<file path="src/rtl/mux_sel_stream.sv">
// mux_sel_stream: NCH-channel WIDTH-bit selector with a registered
// valid/ready output stage. Supports direct (external sel) and round-robin
// channel selection; out-of-range direct selects are flagged on sel_err.
module mux_sel_stream #(
  parameter int WIDTH = 16,
  parameter int NCH   = 12,
  parameter int SELW  = 4
) (
  input  logic                   clk,
  input  logic                   rst,
  input  logic [NCH*WIDTH-1:0]   in_data,
  input  logic [NCH-1:0]         in_valid,
  output logic [NCH-1:0]         in_ready,
  input  logic                   mode,
  input  logic [SELW-1:0]        sel,
  output logic [WIDTH-1:0]       out_data,
  output logic                   out_valid,
  input  logic                   out_ready,
  output logic [SELW-1:0]        out_ch,
  output logic                   sel_err
);

  // Channel count and last index expressed at select width (+1 bit so that
  // NCH == 2**SELW still fits for range comparisons).
  localparam logic [SELW:0]   NCH_W   = (SELW+1)'(NCH);
  localparam logic [SELW-1:0] LAST_CH = SELW'(NCH-1);
  localparam logic [SELW-1:0] ONE_SEL = {{(SELW-1){1'b0}}, 1'b1};

  // Next round-robin start position: one past the granted channel, wrapping.
  function automatic logic [SELW-1:0] wrap_inc(input logic [SELW-1:0] ch);
    logic [SELW-1:0] nxt;
    if (ch == LAST_CH) begin
      nxt = {SELW{1'b0}};
    end else begin
      nxt = ch + ONE_SEL;
    end
    return nxt;
  endfunction

  logic [WIDTH-1:0] r_out_data;
  logic             r_out_valid;
  logic [SELW-1:0]  r_out_ch;
  logic             r_sel_err;
  logic [SELW-1:0]  r_rr_ptr;

  logic             w_load_en;
  logic [SELW-1:0]  w_gnt;
  logic             w_gnt_vld;
  logic             w_xfer;
  logic [WIDTH-1:0] w_gnt_data;
  logic             w_sel_oor;

  assign w_load_en = !r_out_valid || out_ready;
  assign w_xfer    = w_gnt_vld && w_load_en;
  assign w_sel_oor = ({1'b0, sel} >= NCH_W);

  // Grant selection: direct match on sel, or first valid channel scanning
  // upward from the round-robin pointer with wrap at NCH.
  always_comb begin : p_grant
    logic [SELW:0]   v_idx;
    logic [SELW-1:0] v_gnt;
    logic            v_vld;
    v_idx = {(SELW+1){1'b0}};
    v_gnt = {SELW{1'b0}};
    v_vld = 1'b0;
    if (mode == 1'b0) begin
      // Only in-range indices can match, so sel >= NCH never grants.
      for (int k = 0; k < NCH; k++) begin
        if (sel == SELW'(k) && in_valid[k]) begin
          v_gnt = SELW'(k);
          v_vld = 1'b1;
        end else begin
          v_vld = v_vld;
        end
      end
    end else begin
      for (int i = 0; i < NCH; i++) begin
        // r_rr_ptr < NCH and i < NCH, so a single subtraction wraps.
        v_idx = {1'b0, r_rr_ptr} + (SELW+1)'(i);
        if (v_idx >= NCH_W) begin
          v_idx = v_idx - NCH_W;
        end else begin
          v_idx = v_idx;
        end
        for (int k = 0; k < NCH; k++) begin
          if (!v_vld && in_valid[k] && v_idx == (SELW+1)'(k)) begin
            v_gnt = SELW'(k);
            v_vld = 1'b1;
          end else begin
            v_vld = v_vld;
          end
        end
      end
    end
    w_gnt     = v_gnt;
    w_gnt_vld = v_vld;
  end

  // Data mux for the granted channel.
  always_comb begin
    w_gnt_data = {WIDTH{1'b0}};
    for (int k = 0; k < NCH; k++) begin
      if (w_gnt == SELW'(k)) begin
        w_gnt_data = in_data[k*WIDTH +: WIDTH];
      end else begin
        w_gnt_data = w_gnt_data;
      end
    end
  end

  // Upstream accept: one-hot on the granted channel when the output
  // register can take a word; forced low during reset.
  always_comb begin
    in_ready = {NCH{1'b0}};
    if (rst) begin
      in_ready = {NCH{1'b0}};
    end else begin
      for (int k = 0; k < NCH; k++) begin
        in_ready[k] = w_xfer && (w_gnt == SELW'(k));
      end
    end
  end

  // Output register, round-robin pointer and select-error flag.
  always_ff @(posedge clk or posedge rst) begin
    if (rst) begin
      r_out_data  <= {WIDTH{1'b0}};
      r_out_valid <= 1'b0;
      r_out_ch    <= {SELW{1'b0}};
      r_sel_err   <= 1'b0;
      r_rr_ptr    <= {SELW{1'b0}};
    end else begin
      r_sel_err <= (mode == 1'b0) && w_sel_oor;
      if (w_xfer) begin
        r_out_data  <= w_gnt_data;
        r_out_ch    <= w_gnt;
        r_out_valid <= 1'b1;
        if (mode == 1'b1) begin
          r_rr_ptr <= wrap_inc(w_gnt);
        end else begin
          r_rr_ptr <= r_rr_ptr;
        end
      end else if (w_load_en) begin
        r_out_valid <= 1'b0;
      end else begin
        r_out_valid <= r_out_valid;
      end
    end
  end

  assign out_data  = r_out_data;
  assign out_valid = r_out_valid;
  assign out_ch    = r_out_ch;
  assign sel_err   = r_sel_err;

endmodule

</file>
<file path="config.mk">
export PLATFORM = sky130hd
export DESIGN_NAME = mux_sel_stream
export DESIGN_NICKNAME = d
export VERILOG_FILES = /design/src/rtl/mux_sel_stream.sv
export SDC_FILE = /design/constraint.sdc
export NUM_CORES = 1
export LEC_CHECK = 0
export CORE_ASPECT_RATIO = 1.1
export CORE_UTILIZATION = 54
export DETAILED_ROUTE_END_ITERATION = 16
export PLACE_DENSITY = 0.95
export SETUP_SLACK_MARGIN = 0.05
export SLEW_MARGIN = 0
export SYNTH_ARGS = -nofsm -noshare
export SYNTH_HDL_FRONTEND = slang
export SYNTH_SLANG_ARGS = --single-unit
export TNS_END_PERCENT = 100
</file>
<file path="constraint.sdc">
create_clock -name clk -period 15.35 [get_ports clk]
set_clock_uncertainty 0.05 [all_clocks]
set_input_delay 4.605 -clock clk [delete_from_list [all_inputs] [get_ports clk]]
set_output_delay 4.605 -clock clk [all_outputs]
set_load 0.03 [all_outputs]
</file>
==> reports/metrics.yaml <==
outcome:
  run_status: "finished clean"
setup_path:
  crit_path_start: "in_valid[0]"
  worst_setup_path_start_kind: "primary input"
  r2r_start: "r_rr_ptr[2]$_DFFE_PP0P_"
  worstPathMaxFanout: 9
  cp_data_required_time_ns: 10.70
  cp-end-kind: "output port"
  crit_arrival_ns: 9.92
  criticalPathCategory: "in -> out"
finish:
  final_nets: 1600
  utilization: 0.699
  area_growth_pct: 25.8
  antenna_cells: 0
  design_area_um2: 10600
  drive_above_1_share: 0.106
logic_synthesis:
  async_flop_share: 1.00
  synth_top_area_share: 0.0775
  synth_ff_type: "dfrtp_1"
  synthesis.area_um2: 8400
  syn_inst: 1195
  ys_ff_latch: 26
  ys_types: 122
  yosysSeqAreaShare: 0.0775
  synthTopCellsByArea: "dfrtp_1 (7.7%), o21ai_0 (6.9%), nand2_1 (6.8%)"
  synth.avg_cell_area_um2: 7.03
  synth-edff-count: 0
  synth_top_area_cell: "dfrtp_1"
  synth_fp_nets: 1433
  yosysWarningCount: 0
clock_network:
  cts_buffers: 3
  post_cts_buffers: 0
  clock_latency_ns: 0.28
  clk_pin_slew_ns: 0.07
  cts_buffer_depth: 2
  clock_sinks: 26
  postCtsHoldBufs: 0
  root_buffer: "clkbuf_16"
  h-tree-depth: 1
  cts_tree: "yes"
  cts_resized: 0
floorplan:
  chipHeight_um: 133
  die-area_um2: 16100
  ios: 246
  initial_core_util: 0.556
  coreArea_um2: 15100
  rows: 47
  dieWidth_um: 121
grt:
  grt_max_degree: 81
  grt_first_pass_wirelength_um: 64600
  antenna_found_initial: 0
  track_usage: 0.529
  gr-total-overflow: 0
  first_global_vias: 10700
timing:
  drv_slew: 0
  worst_pin_slew_ns: 1.31
  fmax_mhz: 68.6
  hold_viol: 0
  tns_ns: 0
  period_share: 0.949
  rsz0062_at_grt: "no"
  setup_viol: 0
  period_minus_slack_ns: 14.57
  slew_headroom: 0.127
min_path:
  hold_path.startpoint: "out_ch[3]$_DFFE_PP0P_"
  hold_path.class: "reg -> reg"
route:
  post-route-drc-count: 0
  dr.first_iter.drc_count: 2217
  avgViaCountPerCell: 7.44
  drtPass1Iterations: 12
  routedWlPerCell_um: 27.8
  wl_um: 43200
  vias: 11600
  ant_nets: 0
place:
  placed_area_um2: 10500
  hpwlAfterDp_um: 33300
  port_buffers: 245
  place.gp.congestion: 1.18
flow_run:
  cap_violations: 0
==> logic make-up (layout without fill, tap and decap cells) <==
group,Yosys count,after routing,synth area share
AO/OA/AOI/OAI,459,459,0.394
XOR/XNOR,10,10,0.0122
adder cells (fa/ha/maj),26,26,0.0387
buffers and inverters,145,311,0.119
flip-flops,26,26,0.0775
multiplexers,46,46,0.0607
AND/OR/NAND/NOR,483,483,0.298
==> cell usage in the layout (no fill, tap or decap), types with 10 or more instances in the layout <==
| master | instances |
|---|---|
| mux2i_1 | 34 |
| inv_1 | 24 |
| a221o_1 | 18 |
| a211oi_1 | 11 |
| clkdlybuf4s50_1 | 245 |
| and3_1 | 10 |
| a22oi_1 | 40 |
| nand2_1 | 153 |
| nand4_1 | 23 |
| nor4_1 | 11 |
| nand2b_1 | 12 |
| a21oi_1 | 49 |
| ha_1 | 24 |
| nor2b_1 | 17 |
| a22oi_2 | 10 |
| o211ai_1 | 12 |
| nand3_1 | 47 |
| nor2_1 | 88 |
| o21a_1 | 10 |
| a31oi_1 | 12 |
| o21ai_0 | 115 |
| nor3_1 | 35 |
| o22ai_1 | 39 |
| dfrtp_1 | 24 |
| buf_4 | 31 |
==> through the flow <==
stage | cells | hold slack, ns | setup WS (ns)
3_3_place_gp | 1553 | 0.411 | 1.05
2_1_floorplan | 1195 | 0.599 | 2.10
6_report | 1557 | 0.444 | 0.780
3_5_place_dp | 1553 | 0.435 | 0.929
5_1_grt | 1557 | 0.498 | 0.501
4_1_cts | 1557 | 0.452 | 0.932
==> cells in the mapped netlist (all sizes together), types with 6 or more instances <==
master	n
o221ai	9
a211oi	14
a21oi	59
nand4b	6
and3	14
nor3	36
o21a	10
o21ai	121
a221o	19
or2	10
a21boi	8
nand3b	6
o2bb2ai	6
nand4	27
nor2b	18
xnor2	7
nor4	13
ha	26
nor3b	7
clkbuf	68
o22ai	39
o2111ai	6
nor2	91
or3	6
a31oi	13
o211ai	15
a21o	7
a2111oi	7
and2	9
nand3	47
nand2	155
inv	29
mux2	9
o32ai	9
mux2i	34
dfrtp	26
nand2b	13
a22oi	50
a2bb2oi	7
o31ai	9
buf	43
==> final timing paths <==
check                                           to  slack (ns)  cells past startpoint
hold reg to reg              out_ch[3]$_DFFE_PP0P_        0.44                      2
hold / removal               out_ch[3]$_DFFE_PP0P_        0.44                      2
setup reg to reg           out_data[9]$_DFFE_PP0P_        5.45                     26
setup / recovery                       in_ready[1]        0.78                     15
max in group asynchronous  r_rr_ptr[1]$_DFFE_PP0P_        9.56                      2
min in group asynchronous        sel_err$_DFF_PP0_        4.94                      2
==> critical path, stage by stage <==
cell and delay [ns]:
clkdlybuf4s50_1 0.71, mux2i_1 0.16, mux2_2 0.31, a221o_1 0.29
o211a_1 0.27, o2111a_1 0.20, and4_1 0.38, nand3_1 0.29
o22ai_1 0.14, a2111oi_2 0.49, o211ai_1 0.18, o31ai_1 0.54
ha_1 0.43, and3_1 0.24, clkdlybuf4s50_1 0.68
==> cell type report <==
class	count	area (um2)
well taps	196	245
inverters	31	116
repair buffers	276	2690
clock buffers	3	75.1
fillers	1271	4550
multi-input cells	1024	6750
flip-flops and latches	26	653
clock inverters	1	30.0
==> layer usage <==
metal,wire (um),GRT usage,up-vias
li1,-,-,4932
met1,14900,0.637,5221
met2,17700,0.777,1113
met3,6760,0.192,324
met4,3880,0.359,0
met5,0,0,-
==> state kept, by name, indices dropped and copies added, names as in the netlist <==
| name | cells |
|---|---|
| out_ch | 4 |
| out_data | 16 |
| r_rr_ptr | 4 |
| out_valid | 1 |
| sel_err | 1 |
Power is left out: the tool's default activity adds up to more than one toggle a clock period on the data nets, which glitch-free logic cannot reach.
